<file path="src/rtl/sar_search_ctrl_if.sv">
// Handshake and comparator bundle for the SAR search controller.
interface sar_search_ctrl_if #(
  parameter int WIDTH = 4
);
  logic             start;
  logic             greater;
  logic             equal;
  logic             less;
  logic [WIDTH-1:0] trial;
  logic             busy;
  logic             done;
  logic [WIDTH-1:0] result;
  logic             err;

  modport master (
    output start, greater, equal, less,
    input  trial, busy, done, result, err
  );

  modport slave (
    input  start, greater, equal, less,
    output trial, busy, done, result, err
  );
endinterface

</file>
<file path="src/rtl/sar_search_ctrl.sv">
// Binary-search controller driving a comparator B side, MSB first.
// Optional SAR_EARLY_EXIT_EN: stop as soon as the comparator reports equal.
module sar_search_ctrl #(
  parameter int WIDTH   = 4,
  parameter int CMP_LAT = 0
) (
  input  logic           clk,
  input  logic           rst_n,
  sar_search_ctrl_if.slave bus
);
  localparam int IW = (WIDTH > 1) ? $clog2(WIDTH) : 1;

  typedef enum logic [1:0] {
    IDLE,
    SETTLE,
    DECIDE,
    DONE
  } state_t;

  state_t           state;
  state_t           nxt;
  logic [WIDTH-1:0] trial_q;
  logic [WIDTH-1:0] acc_q;
  logic [WIDTH-1:0] result_q;
  logic [IW-1:0]    idx_q;
  logic [3:0]       cnt_q;
  logic             busy_q;
  logic             done_q;
  logic             err_q;

  logic             onehot;
  logic             last;
  logic             hit;
  logic             go;
  logic             dec;
  logic             fin;
  logic             ld_cnt;
  logic [WIDTH-1:0] cur_bit;
  logic [WIDTH-1:0] nxt_bit;
  logic [WIDTH-1:0] acc_n;

  assign onehot = (bus.greater & ~bus.equal & ~bus.less)
                | (~bus.greater & bus.equal & ~bus.less)
                | (~bus.greater & ~bus.equal & bus.less);
  assign last   = (idx_q == '0);

`ifdef SAR_EARLY_EXIT_EN
  assign hit = bus.equal;
`else
  assign hit = 1'b0;
`endif

  always_ff @(posedge clk) begin
    if (!rst_n) state <= IDLE;
    else        state <= nxt;
  end

  always_comb begin
    nxt = state;
    unique case (state)
      IDLE: begin
        if (bus.start)
          nxt = (CMP_LAT == 0) ? DECIDE : SETTLE;
      end
      SETTLE: begin
        if (cnt_q == '0) nxt = DECIDE;
      end
      DECIDE: begin
        if (!onehot || hit || last)
          nxt = DONE;
        else
          nxt = (CMP_LAT == 0) ? DECIDE : SETTLE;
      end
      DONE:    nxt = IDLE;
      default: nxt = IDLE;
    endcase
  end

  always_comb begin
    go      = 1'b0;
    dec     = 1'b0;
    fin     = 1'b0;
    ld_cnt  = (nxt == SETTLE) && (state != SETTLE);
    cur_bit = WIDTH'(1) << idx_q;
    nxt_bit = WIDTH'(1) << (idx_q - IW'(1));
    acc_n   = acc_q & ~cur_bit;
    unique case (1'b1)
      (state == IDLE):   go  = bus.start;
      (state == DECIDE): dec = 1'b1;
      (state == DONE):   fin = 1'b1;
      default: ;
    endcase
    if (bus.greater || bus.equal)
      acc_n = acc_q | cur_bit;
  end

  always_ff @(posedge clk) begin
    if (!rst_n) begin
      trial_q  <= '0;
      acc_q    <= '0;
      result_q <= '0;
      idx_q    <= '0;
      cnt_q    <= '0;
      busy_q   <= 1'b0;
      done_q   <= 1'b0;
      err_q    <= 1'b0;
    end else begin
      done_q <= fin;
      if (ld_cnt)
        cnt_q <= 4'(CMP_LAT - 1);
      else if (state == SETTLE && cnt_q != '0)
        cnt_q <= cnt_q - 4'd1;
      if (go) begin
        busy_q  <= 1'b1;
        err_q   <= 1'b0;
        acc_q   <= '0;
        idx_q   <= IW'(WIDTH - 1);
        trial_q <= WIDTH'(1) << (WIDTH - 1);
      end
      if (dec) begin
        if (!onehot) begin
          err_q <= 1'b1;
        end else if (hit) begin
          acc_q <= trial_q;
        end else begin
          acc_q <= acc_n;
          if (!last) begin
            idx_q   <= idx_q - IW'(1);
            trial_q <= acc_n | nxt_bit;
          end
        end
      end
      // An error result is forced to zero rather than a partial estimate.
      if (fin) begin
        result_q <= err_q ? '0 : acc_q;
        busy_q   <= 1'b0;
      end
    end
  end

  assign bus.trial  = trial_q;
  assign bus.busy   = busy_q;
  assign bus.done   = done_q;
  assign bus.result = result_q;
  assign bus.err    = err_q;
endmodule

</file>
<file path="src/flat_wrapper.sv">
// flat-port wrapper written by rule: the top's interface ports become plain ports
module sar_search_ctrl_flat 
#(
  parameter int WIDTH   = 4,
  parameter int CMP_LAT = 0
)
  (clk, rst_n, bus_start, bus_greater, bus_equal, bus_less, bus_trial, bus_busy, bus_done, bus_result, bus_err);
  sar_search_ctrl_if #(.WIDTH(WIDTH)) bus_i ();
  input  logic clk;
  input  logic rst_n;
  input wire logic [$bits(bus_i.start)-1:0] bus_start;
  input wire logic [$bits(bus_i.greater)-1:0] bus_greater;
  input wire logic [$bits(bus_i.equal)-1:0] bus_equal;
  input wire logic [$bits(bus_i.less)-1:0] bus_less;
  output wire logic [$bits(bus_i.trial)-1:0] bus_trial;
  output wire logic [$bits(bus_i.busy)-1:0] bus_busy;
  output wire logic [$bits(bus_i.done)-1:0] bus_done;
  output wire logic [$bits(bus_i.result)-1:0] bus_result;
  output wire logic [$bits(bus_i.err)-1:0] bus_err;
  assign bus_i.start = bus_start;
  assign bus_i.greater = bus_greater;
  assign bus_i.equal = bus_equal;
  assign bus_i.less = bus_less;
  assign bus_trial = bus_i.trial;
  assign bus_busy = bus_i.busy;
  assign bus_done = bus_i.done;
  assign bus_result = bus_i.result;
  assign bus_err = bus_i.err;
  sar_search_ctrl #(.WIDTH(WIDTH), .CMP_LAT(CMP_LAT)) u_core (.clk(clk), .rst_n(rst_n), .bus(bus_i));
endmodule
</file>
<file path="config.mk">
export PLATFORM = sky130hd
export DESIGN_NAME = sar_search_ctrl_flat
export DESIGN_NICKNAME = d
export VERILOG_FILES = /design/src/rtl/sar_search_ctrl_if.sv /design/src/rtl/sar_search_ctrl.sv /design/src/flat_wrapper.sv
export SDC_FILE = /design/constraint.sdc
export NUM_CORES = 1
export LEC_CHECK = 0
export BUFFER_PORTS_ARGS = -buffer_cell sky130_fd_sc_hd__buf_2
export CAP_MARGIN = 20
export CORE_ASPECT_RATIO = 1.2
export CORE_MARGIN = 1.5
export CORE_UTILIZATION = 55
export CTS_BUF_LIST = sky130_fd_sc_hd__clkbuf_4
export CTS_CLUSTER_SIZE = 12
export DETAILED_ROUTE_END_ITERATION = 8
export HOLD_SLACK_MARGIN = 0.08
export PLACE_DENSITY_LB_ADDON = 0.12
export SYNTH_ARGS = -nofsm -noshare
export SYNTH_HDL_FRONTEND = slang
export SYNTH_SLANG_ARGS = --single-unit
</file>
<file path="constraint.sdc">
create_clock -name clk -period 2.2 [get_ports clk]
set_input_delay 0.22 -clock clk [delete_from_list [all_inputs] [get_ports clk]]
set_output_delay 0.22 -clock clk [all_outputs]
set_load 0.02 [all_outputs]
</file>
==> metrics.md, run 1 <==
| Metric | Value |
|---|---|
| Status | `complete, no violations` |
| Worst setup margin | `between 400 and 500 ps` |
| Initial antenna violation count | `0` |
| Most common flop cell mapped by yosys | `dfxtp_1` |
| # Post-CTS Setup Buffers | `0` |
| TritonRoute pass-1 iters | `5` |
| Startpoint Class | `register` |
| CP Class | `register to register` |
| Vias per cell | `5.68` |
| Nets | `155` |
| Area of the multi-input gates | `around 630 sq um` |
| Post_cts resized | `0` |
| Total grt overflow | `0` |
| Clk slew on worst S/H paths | `around 130 ps` |
| Drc violations | `0` |
| Fmax achieved | `a little under 600 MHz` |
| Clock root cell | `clkbuf_4` |
| Core box area | `between 0.002 and 0.0025 sq mm` |
| Fraction of registers with async set/reset | `0%` |
| Worst Max-Slew Pin Slew | `532 ps` |
| Wire length of the first global-routing pass | `3.28 mm` |
| Syn nets | `about 140` |
| Synth Cell Area | `about 0.0012 sq mm` |
| Layout cell share with drive strength beyond 1 | `between 10% and 20%` |
| Hpwl dp | `between 1 and 1.5 mm` |
| Tmin final | `between 1500 and 2000 ps` |
| Pre-CTS WS | `515 ps` |
| Maximum Capacitance Violations | `0` |
| Clk sinks | `23` |
| Unrepaired setup endpoints after global routing | `no` |
| Flop pwr share | `a little under three fifths` |
| Synthesis Warnings | `0` |
| Synthesis-to-finish area growth | `6.43%` |
| CP Max Fanout | `12` |
| Comb pwr share | `approximately 18%` |
| Synth area leaders | `dfxtp_1 39%, ha_1 8.6%, nand2_1 4.8%` |
| DR iter-0 viols | `10` |
| Int Power | `0.560 mW` |
| Post-synth cell types | `33` |
| Crit end category | `register` |
| Pwr dens | `~640 mW/mm^2` |
| CP Data Arrival Time | `1950 ps` |
| Leakage | `0.593 nW` |
| Total CTS buffers | `3` |
| Fin Setup TNS | `0 ps` |
| Worst Skew | `roughly 5.4 ps` |
| Die Y | `53.5 microns` |
| EDFF count, synth | `0` |
| Net Sw Frac | `a little under 30%` |
| Die X | `45.1 microns` |
| Fill count | `191` |
| Largest net degree at the start of global routing | `28` |
| Share of Yosys cell area claimed by the top area cell type | `between 30% and 40%` |
| Clock latency on the worst-skew pair | `between 300 and 400 ps` |
| Final period utilization | `78.6%` |
| Worst slew margin | `between 60% and 70%` |
| Hold Crit Class | `input port to register` |
| H-tree Lvls | `1` |
| CTS tree | `built` |
| Peak supply drop | `about 0.00053 V` |
| Final-report hold violation count | `0` |
| Via count | `just over 900` |
| Initial Util | `57.6%` |
| Row cnt | `18` |
| Slew Viols, Final | `0` |
| Largest area contributor in the netlist | `dfxtp_1` |
| DRT antenna net count | `0` |
| Vias in the first global route | `between 800 and 900` |
| Avg Cell Area, Syn | `a little over 9 sq um` |
| Die area | `around 0.0024 sq mm` |
| Seq/Total Area, Yosys | `39.4%` |
| Post-Syn Instances | `~130` |
| Placer congestion estimate | `between 0.7 and 0.8` |
| Reg area | `around 460 sq um` |
| I/O pins | `17` |
| Clock power frac | `about a quarter` |
| GRT Overall Usage | `18.5%` |
| IO Port Bufs | `16` |
| Post-CTS Hold Buffers | `0` |
| CP required | `about 2400 ps` |
| Clock Tree Buf Depth | `2` |
| Antenna Diode Count | `0` |
| Detailed-route wire length | `2.00 mm` |
| WL/cell | `between 10 and 15 microns` |
| Synth Register Bits | `23` |
| Final setup viols | `0` |
| Psw | `0.237 mW` |
[metrics by stage]
stage	total power, mW	std cells	util, %	instance area, sq um	hold WS (ps)
6_report	0.797	160	61.3	1240	141
5_1_grt	0.835	160	61.3	1240	149
4_1_cts	0.801	160	61.3	1240	142
3_5_place_dp	0.605	156	59.9	1210	481
3_3_place_gp	0.602	156	59.9	1210	470
2_1_floorplan	0.580	128	-	1170	365
[cell type report]
class | instances | area share [%]
multi-input cells | 92 | 50.8
clock buffers | 3 | 1.81
clock inverters | 1 | 0.403
repair buffers | 16 | 6.45
well taps | 20 | 2.01
inverters | 5 | 1.51
flip-flops and latches | 23 | 37.1
[flip-flops by register name (all words and copies together) (netlist names)]
signal / count
u_core.acc_q: 4
u_core.bus.result: 4
u_core.bus.trial: 4
u_core.cnt_q: 4
u_core.idx_q: 2
u_core.state: 2
u_core.bus.busy: 1
u_core.bus.done: 1
u_core.bus.err: 1
[cell families after synthesis]
| kind of cell | Yosys count | synth area share, % |
|---|---|---|
| compound gates | 28 | 17.6 |
| mux | 4 | 3.43 |
| simple gates | 50 | 22.9 |
| buf+inv | 13 | 6.54 |
| xor+xnor | 2 | 1.50 |
| fa+ha+maj | 8 | 8.57 |
| flops | 23 | 39.4 |
[worst max-delay path: stages, from the launching register on]
cell and delay (ps):
dfxtp_1 440, inv_1 140, ha_1 270, inv_1 90
o2111ai_2 280, o311a_1 420
[routing by layer]
metal	global-route usage, %	vias up	part of all wire, %
met1	20.5	422	42
met4	11.3	0	3.1
met2	32.6	16	53
met3	2.39	9	2.2
met5	0	-	0
li1	-	461	-
[synthesized netlist by cell type (all sizes together) (4+ instances only)]
| cell type | instances |
|---|---|
| a21oi | 9 |
| nand3 | 5 |
| o311a | 4 |
| nor3b | 5 |
| nor2 | 8 |
| nand2 | 15 |
| buf | 5 |
| inv | 5 |
| ha | 8 |
| mux2i | 4 |
| nor2b | 8 |
| dfxtp | 23 |
[final timing paths]
| kind | cells after the start | to | startpoint | slack (ps) |
|---|---|---|---|---|
| worst max-delay path | 5 | u_core.bus.trial[0] | u_core.idx_q[0] | 470 |
| worst max register to register | 5 | u_core.bus.trial[0] | u_core.idx_q[0] | 470 |
| worst min register to register | 2 | u_core.acc_q[2] | u_core.acc_q[2] | 500 |
| worst min-delay path | 2 | u_core.state[1] | bus_start | 140 |
[cell usage in the layout, fill, tap and decap left out, types with 3 or more instances in the layout]
master    netlist  layout
nand3_1         5       5
o211a_1         3       3
inv_1           5       5
o311a_1         4       4
mux2i_1         4       4
nand2_1        15      15
nor2b_1         7       7
nor3b_1         5       5
o21ai_0         3       3
a21oi_1         9       9
clkbuf_4        0       3
buf_2           1      16
ha_1            8       8
o21a_1          3       3
nor2_1          8       8
dfxtp_1        23      23
[power groups by stage]
stage	logic, mW	registers, mW	clock network (mW)
6_report	0.140	0.456	0.201
5_1_grt	0.158	0.460	0.217
4_1_cts	0.141	0.456	0.204
3_5_place_dp	0.140	0.465	0
3_3_place_gp	0.138	0.464	0
2_1_floorplan	0.111	0.469	0
(Power assumes the default switching activity.)
==> inputs of run 2 (changes only) <==
--- a/config.mk
+++ b/config.mk
@@ -9,7 +9,7 @@
 export CAP_MARGIN = 20
 export CORE_ASPECT_RATIO = 1.2
 export CORE_MARGIN = 1.5
-export CORE_UTILIZATION = 55
+export CORE_UTILIZATION = 52
 export CTS_BUF_LIST = sky130_fd_sc_hd__clkbuf_4
 export CTS_CLUSTER_SIZE = 12
 export DETAILED_ROUTE_END_ITERATION = 8
==> constraint.sdc (replaced) <==
create_clock -name clk -period 1.5 [get_ports clk]
set_input_delay 0.15 -clock clk [delete_from_list [all_inputs] [get_ports clk]]
set_output_delay 0.15 -clock clk [all_outputs]
set_load 0.02 [all_outputs]
==> run 2 against run 1 <==
Against the previous run: register-to-register slack got worse by 370 ps; clock power increased by 39%; utilization increased by 2.9 points; global-route usage increased by 0.84 points; cell area increased by 8.2%; critical path type unchanged; largest power group unchanged.
==> metrics.md, run 2 (synthesis results as in run 1) <==
| Metric | Value |
|---|---|
| Leakage | `0.641 nW (+8.1%)` |
| Core box area | `0.00209 sq mm (+3.3%)` |
| Net Sw Frac | `29.1% (-0.64 points)` |
| GRT Overall Usage | `19.4% (+0.84 points)` |
| CP Class | `register to register` |
| Flop pwr share | `54.8% (-2.5 points)` |
| Pwr dens | `899 mW/mm^2 (+40%)` |
| Vias per cell | `5.28 (-7.0%)` |
| Drc violations | `0 (unchanged)` |
| Pwr Total | `1.21 mW (+52%)` |
| Clk slew on worst S/H paths | `120 ps (about the same)` |
| Post-CTS Hold Buffers | `0 (unchanged)` |
| Hold depth | `2 (unchanged)` |
| Clk sinks | `23 (unchanged)` |
| Worst r2r path cells | `5 (unchanged)` |
| Via count | `950 (+4.6%)` |
| Critical-path cell list | `inv_1 -> ha_1 -> inv_1 -> o2111ai_4 -> o311a_1` |
| Worst Max-Slew Pin Slew | `445 ps (-87.1 ps)` |
| I/O pins | `17 (unchanged)` |
| Status | `complete, no violations` |
| Final period utilization | `93.4% (+15 points)` |
| Clock latency on the worst-skew pair | `310 ps (about the same)` |
| CP required | `1710 ps (-710 ps)` |
| Top Metal Used | `met4` |
| CP max stage delay | `390 ps (-50 ps)` |
| DR iter-0 viols | `20 (+10)` |
| Crit. Startpoint | `u_core.idx_q[0]` |
| Clock root cell | `clkbuf_4` |
| Nets | `165 (+6.5%)` |
| FF-to-FF Start | `u_core.idx_q[0]` |
| Most frequent cells in the layout | `23 x dfxtp_1, 16 x buf_2, 15 x nand2_1, 10 x buf_4, 9 x a21oi_1` |
| Finished Cell Area | `0.00134 sq mm (+8.2%)` |
| Placer congestion estimate | `0.754 (+2.6%)` |
| Critical path buffers and inverters | `2 (unchanged)` |
| Vias in the first global route | `842 (+3.3%)` |
| Hpwl dp | `1.59 mm (+7.3%)` |
| Die area | `0.00254 sq mm (+5.4%)` |
| Fill count | `211 (+10%)` |
| Final setup viols | `0 (unchanged)` |
| Total CTS buffers | `3 (unchanged)` |
| Worst Skew | `4.61 ps (-0.767 ps)` |
| Layout cell share with drive strength beyond 1 | `22.0% (+6.3 points)` |
| Int Power | `0.857 mW (+53%)` |
| Hold Crit Class | `input port to register` |
| Antenna Diode Count | `0 (unchanged)` |
| DRT antenna net count | `0 (unchanged)` |
| Psw | `0.351 mW (+48%)` |
| Total grt overflow | `0 (unchanged)` |
| Row cnt | `18 (unchanged)` |
| Peak supply drop | `0.000660 V (+24%)` |
| Crit end category | `register` |
| Fmax achieved | `714 MHz (+23%)` |
| Area after DPL | `0.00129 sq mm (+6.0%)` |
| Unrepaired setup endpoints after global routing | `no` |
| Final-report hold violation count | `0 (unchanged)` |
| Largest net degree at the start of global routing | `28 (unchanged)` |
| Clock power frac | `23.2% (-2.0 points)` |
| Initial antenna violation count | `0 (unchanged)` |
| Synthesis-to-finish area growth | `15.1%` |
| R2r setup slk | `100 ps (-370 ps)` |
| Slew Viols, Final | `0 (unchanged)` |
| H-tree Lvls | `1 (unchanged)` |
| CP Data Arrival Time | `1610 ps (-340 ps)` |
| Startpoint Class | `register` |
| Die Y | `54.9 microns (+2.7%)` |
| Initial Util | `55.7% (-1.9 points)` |
| Met2 WL | `1.11 mm (+4.6%)` |
| Critical Path End | `u_core.bus.trial[0]` |
| Maximum Capacitance Violations | `0 (unchanged)` |
| FF-to-FF End | `u_core.bus.trial[0]` |
| WL/cell | `12.3 microns (-1.8%)` |
| Clock Tree Buf Depth | `2 (unchanged)` |
| Crit-path leading delay family | `compound AO/OA/AOI/OAI gates` |
| Met3 wire len | `79 microns (+84%)` |
| Fin Setup TNS | `0 ps (unchanged)` |
| Wire length of the first global-routing pass | `3.51 mm (+6.7%)` |
| CTS tree | `built` |
| TritonRoute pass-1 iters | `4 (-1)` |
| Detailed-route wire length | `2.21 mm (+10%)` |
| Tmin final | `1400 ps (-329 ps)` |
| CP Max Fanout | `12 (unchanged)` |
| WP depth | `5 (unchanged)` |
| Commonest non-fill, non-tap cell in the layout | `dfxtp_1` |
| Crit path top cell by count | `inv_1` |
| Comb pwr share | `22.0% (+4.5 points)` |
| Worst slew margin | `70.3% (+5.8 points)` |
| Met1 WL | `987 microns (+19%)` |
| Die X | `46.3 microns (+2.7%)` |
| IO Port Bufs | `16 (unchanged)` |
| CP max-delay cell | `o311a_1` |
-- run 2: changes by cell type in the layout (fill, tap and decap cells not counted) --
cell,delta
buf_4,+10
o2111ai_2,-1
o2111ai_4,+1
or3b_1,-1
or3b_4,+1
-- run 2: power groups by stage --
stage / logic [mW] / registers, mW / clock network [mW]
2_1_floorplan: 0.163 / 0.688 / 0
3_3_place_gp: 0.246 / 0.674 / 0
3_5_place_dp: 0.251 / 0.676 / 0
4_1_cts: 0.260 / 0.662 / 0.287
5_1_grt: 0.296 / 0.667 / 0.313
6_report: 0.266 / 0.662 / 0.280
-- run 2: timing repair --
| item | in CTS | in global routing |
|---|---|---|
| hold endpoints to repair | 0 | 0 |
| buffers inserted | 0 | 2 |
| resized for setup | 1 | 1 |
| gates cloned | 0 | 0 |
| endpoints found under the setup margin | 1 | 3 |
-- run 2: layout make-up --
cell class              count  area, sq um  share of cell area, %
flip-flops and latches     23          460                   34.3
multi-input cells          92          644                   48.0
well taps                  30         37.5                   2.79
repair buffers             26          155                   11.5
clock buffers               3         22.5                   1.68
inverters                   5         18.8                   1.40
clock inverters             1         5.00                  0.372
-- run 2: through the flow --
| stage | worst slack [ps] | utilization, % | std cells | hold WS, ps |
|---|---|---|---|---|
| after global placement | 79.5 | 61.5 | 174 | 408 |
| after CTS | 87.9 | 63.3 | 178 | 91.7 |
| after detailed placement | 20.2 | 61.5 | 174 | 417 |
| after global routing | 9.06 | 64.2 | 180 | 95.1 |
| final | 99.2 | 64.2 | 180 | 99.4 |
| after floorplan | 16.8 | - | 128 | 295 |
-- run 2: worst min-delay path by stage --
stage              start              end  slack (ps)
4_1_cts        bus_start  u_core.state[1]          90
2_1_floorplan  bus_start  u_core.state[1]         290
3_3_place_gp   bus_start  u_core.state[1]         410
3_5_place_dp   bus_start  u_core.state[1]         420
6_report       bus_start  u_core.state[1]         100
5_1_grt        bus_start  u_core.state[1]         100
-- run 2: per-layer routing --
layer	track usage, %	up-vias
met5	0	-
met3	1.95	4
li1	-	484
met4	8.57	0
met1	22.7	443
met2	35.0	19
==> inputs of run 3 (changes only) <==
--- a/config.mk
+++ b/config.mk
@@ -5,10 +5,9 @@
 export SDC_FILE = /design/constraint.sdc
 export NUM_CORES = 1
 export LEC_CHECK = 0
+export ABC_CLOCK_PERIOD_IN_PS = 1500
 export BUFFER_PORTS_ARGS = -buffer_cell sky130_fd_sc_hd__buf_2
 export CAP_MARGIN = 20
-export CORE_ASPECT_RATIO = 1.2
-export CORE_MARGIN = 1.5
 export CORE_UTILIZATION = 52
 export CTS_BUF_LIST = sky130_fd_sc_hd__clkbuf_4
 export CTS_CLUSTER_SIZE = 12
==> run 3 against run 2 <==
Against the previous run: global-route usage increased by 1.2 points; utilization increased by 2.3 points; sequential power about the same; power increased by 0.51%; cell count decreased by 0.56%; critical endpoint is now u_core.cnt_q[3]; clock skew about the same; sequential cell count unchanged; cell area increased by 1.0%; critical path type unchanged; clock power increased by 1%; non-clock buffer count increased by 2; setup slack got worse by 1.6 ps; worst hold slack improved by 190 ps.
==> metrics.md, run 3 (synthesis results as in run 1) <==
| Metric | Value |
|---|---|
| Status | `complete, no violations` |
| Worst slew margin | `70.7% (+0.35 points)` |
| Comb pwr share | `22.0% (about the same)` |
| Total grt overflow | `0 (unchanged)` |
| Commonest non-fill, non-tap cell in the layout | `dfxtp_1` |
| Clk sinks | `23 (unchanged)` |
| Crit end category | `register` |
| FF-to-FF Start | `u_core.cnt_q[0]` |
| Synthesis-to-finish area growth | `16.3%` |
| Int Power | `0.860 mW (+0.36%)` |
| Total CTS buffers | `3 (unchanged)` |
| I/O pins | `17 (unchanged)` |
| Row cnt | `16 (-2)` |
| CTS tree | `built` |
| Pwr Total | `1.21 mW (+0.51%)` |
| Worst r2r path cells | `6 (+1)` |
| Antenna Diode Count | `0 (unchanged)` |
| TritonRoute pass-1 iters | `4 (unchanged)` |
| Tmin final | `1400 ps (+1.63 ps)` |
| R2r setup slk | `100 ps (about the same)` |
| Worst Max-Slew Pin Slew | `440 ps (-5.26 ps)` |
| Core box area | `0.00204 sq mm (-2.5%)` |
| DRT antenna net count | `0 (unchanged)` |
| CP Class | `register to register` |
| Layout cell share with drive strength beyond 1 | `21.7% (-0.29 points)` |
| Nets | `167 (+1.2%)` |
| Flop pwr share | `54.5% (-0.3 points)` |
| WL/cell | `12.4 microns (+1.2%)` |
| Drc violations | `0 (unchanged)` |
| Psw | `0.354 mW (+0.86%)` |
| Die X | `49.4 microns (+6.8%)` |
| Slew Viols, Final | `0 (unchanged)` |
| Hpwl dp | `1.55 mm (-2.6%)` |
| Net Sw Frac | `29.2% (+0.10 points)` |
| Peak supply drop | `0.000739 V (+12%)` |
| Most frequent cells in the layout | `23 x dfxtp_1, 16 x buf_2, 15 x nand2_1, 11 x buf_4, 9 x a21oi_1` |
| FF-to-FF End | `u_core.cnt_q[3]` |
| Die area | `0.00244 sq mm (-4.0%)` |
| Maximum Capacitance Violations | `0 (unchanged)` |
| Clock root cell | `clkbuf_4` |
| Clk slew on worst S/H paths | `130 ps (about the same)` |
| IO Port Bufs | `16 (unchanged)` |
| Final period utilization | `93.5% (+0.11 points)` |
| DR iter-0 viols | `29 (+45%)` |
| Unrepaired setup endpoints after global routing | `no` |
| Fin Setup TNS | `0 ps (unchanged)` |
| H-tree Lvls | `1 (unchanged)` |
| Clock power frac | `23.4% (+0.2 points)` |
| Leakage | `0.645 nW (+0.67%)` |
| Critical-path cell list | `inv_1 -> ha_1 -> nand2b_1 -> o21a_1 -> and3b_1 -> o21a_1` |
| CP Data Arrival Time | `1620 ps (about the same)` |
| GRT Overall Usage | `20.6% (+1.2 points)` |
| Wire length of the first global-routing pass | `3.91 mm (+12%)` |
| Vias in the first global route | `888 (+5.5%)` |
| CP max-delay cell | `dfxtp_1` |
| Fmax achieved | `713 MHz (-0.12%)` |
| Placer congestion estimate | `0.749 (-0.69%)` |
| Worst Skew | `5.02 ps (+0.405 ps)` |
| Crit. Startpoint | `u_core.cnt_q[0]` |
| Detailed-route wire length | `2.22 mm (+0.59%)` |
| Pwr dens | `895 mW/mm^2 (-0.51%)` |
| CP Max Fanout | `6 (-6)` |
| Die Y | `49.4 microns (-10%)` |
| CP max stage delay | `330 ps (-60 ps)` |
| Fin util | `66.5% (+2.3 points)` |
| Vias per cell | `5.26 (-0.39%)` |
| Hold Crit Class | `input port to register` |
| Critical Path End | `u_core.cnt_q[3]` |
| Final-report hold violation count | `0 (unchanged)` |
| Initial Util | `57.2% (+1.4 points)` |
| Initial antenna violation count | `0 (unchanged)` |
| CP required | `1720 ps (about the same)` |
| Clock latency on the worst-skew pair | `310 ps (about the same)` |
| Clock Tree Buf Depth | `2 (unchanged)` |
| Largest net degree at the start of global routing | `28 (unchanged)` |
| Via count | `941 (-0.95%)` |
| Startpoint Class | `register` |
| Fin Hold WS | `287 ps (+187 ps)` |
| Crit path top cell by count | `o21a_1` |
| Final setup viols | `0 (unchanged)` |
run 3: changes by cell type in the layout (fill, tap and decap cells not counted), sizes merged:
cell         before  now
dlygate4sd3       0    1
clkinvlp          0    1
clkinv            1    0
buf              26   27
run 3: timing repair:
item                                   in CTS  in global routing
setup endpoints to repair                   0                  6
buffers inserted                            0                  3
endpoints found under the hold margin       1                  0
resized for setup                           0                  1
hold buffers                                1                  0
run 3: cell type report:
type / count / area [sq um]
well taps: 27 / 33.8
fillers: 193 / 684
flip-flops and latches: 23 / 460
clock buffers: 3 / 22.5
inverters: 5 / 18.8
repair buffers: 28 / 173
clock inverters: 1 / 7.51
multi-input cells: 92 / 642
run 3: power groups by stage:
stage	combinational, mW	clock [mW]	sequential [mW]
CTS	0.254	0.294	0.662
finish	0.268	0.284	0.663
global placement	0.244	0	0.674
global route	0.303	0.320	0.667
detailed placement	0.250	0	0.676
floorplan	0.163	0	0.688
run 3: stage by stage:
| step | instance area, sq um | setup slack (ps) | instances |
|---|---|---|---|
| final | 1360 | 97.5 | 179 |
| after global placement | 1280 | 87.6 | 171 |
| after floorplan | 1170 | 16.8 | 128 |
| after global routing | 1360 | 11.0 | 179 |
| after detailed placement | 1280 | 42.7 | 171 |
| after CTS | 1320 | 31.6 | 176 |
run 3: critical path: cells and delay by family, from the launching register on:
family | cells | cell delay, ps
AO/OA/AOI/OAI | 2 | 410
adder cells (fa/ha/maj) | 1 | 200
buffers and inverters | 1 | 90
flip-flops | 1 | 330
AND/OR/NAND/NOR | 2 | 280
run 3: worst min-delay path by stage:
stage | startpoint | endpoint | slack, ps | cells past startpoint
4_1_cts | rst_n | u_core.cnt_q[3] | 270 | 2
5_1_grt | rst_n | u_core.acc_q[0] | 300 | 3
6_report | rst_n | u_core.acc_q[0] | 290 | 3
2_1_floorplan | bus_start | u_core.state[1] | 290 | 1
3_3_place_gp | bus_start | u_core.state[1] | 400 | 2
3_5_place_dp | bus_start | u_core.state[1] | 410 | 2
run 3: metal layers:
layer | global-route usage [%] | share of wire [%] | vias up
met5 | 0 | 0 | -
met4 | 7.14 | 0.59 | 0
met3 | 2.80 | 3.1 | 2
met2 | 32.9 | 46 | 18
met1 | 28.3 | 51 | 432
li1 | - | - | 489
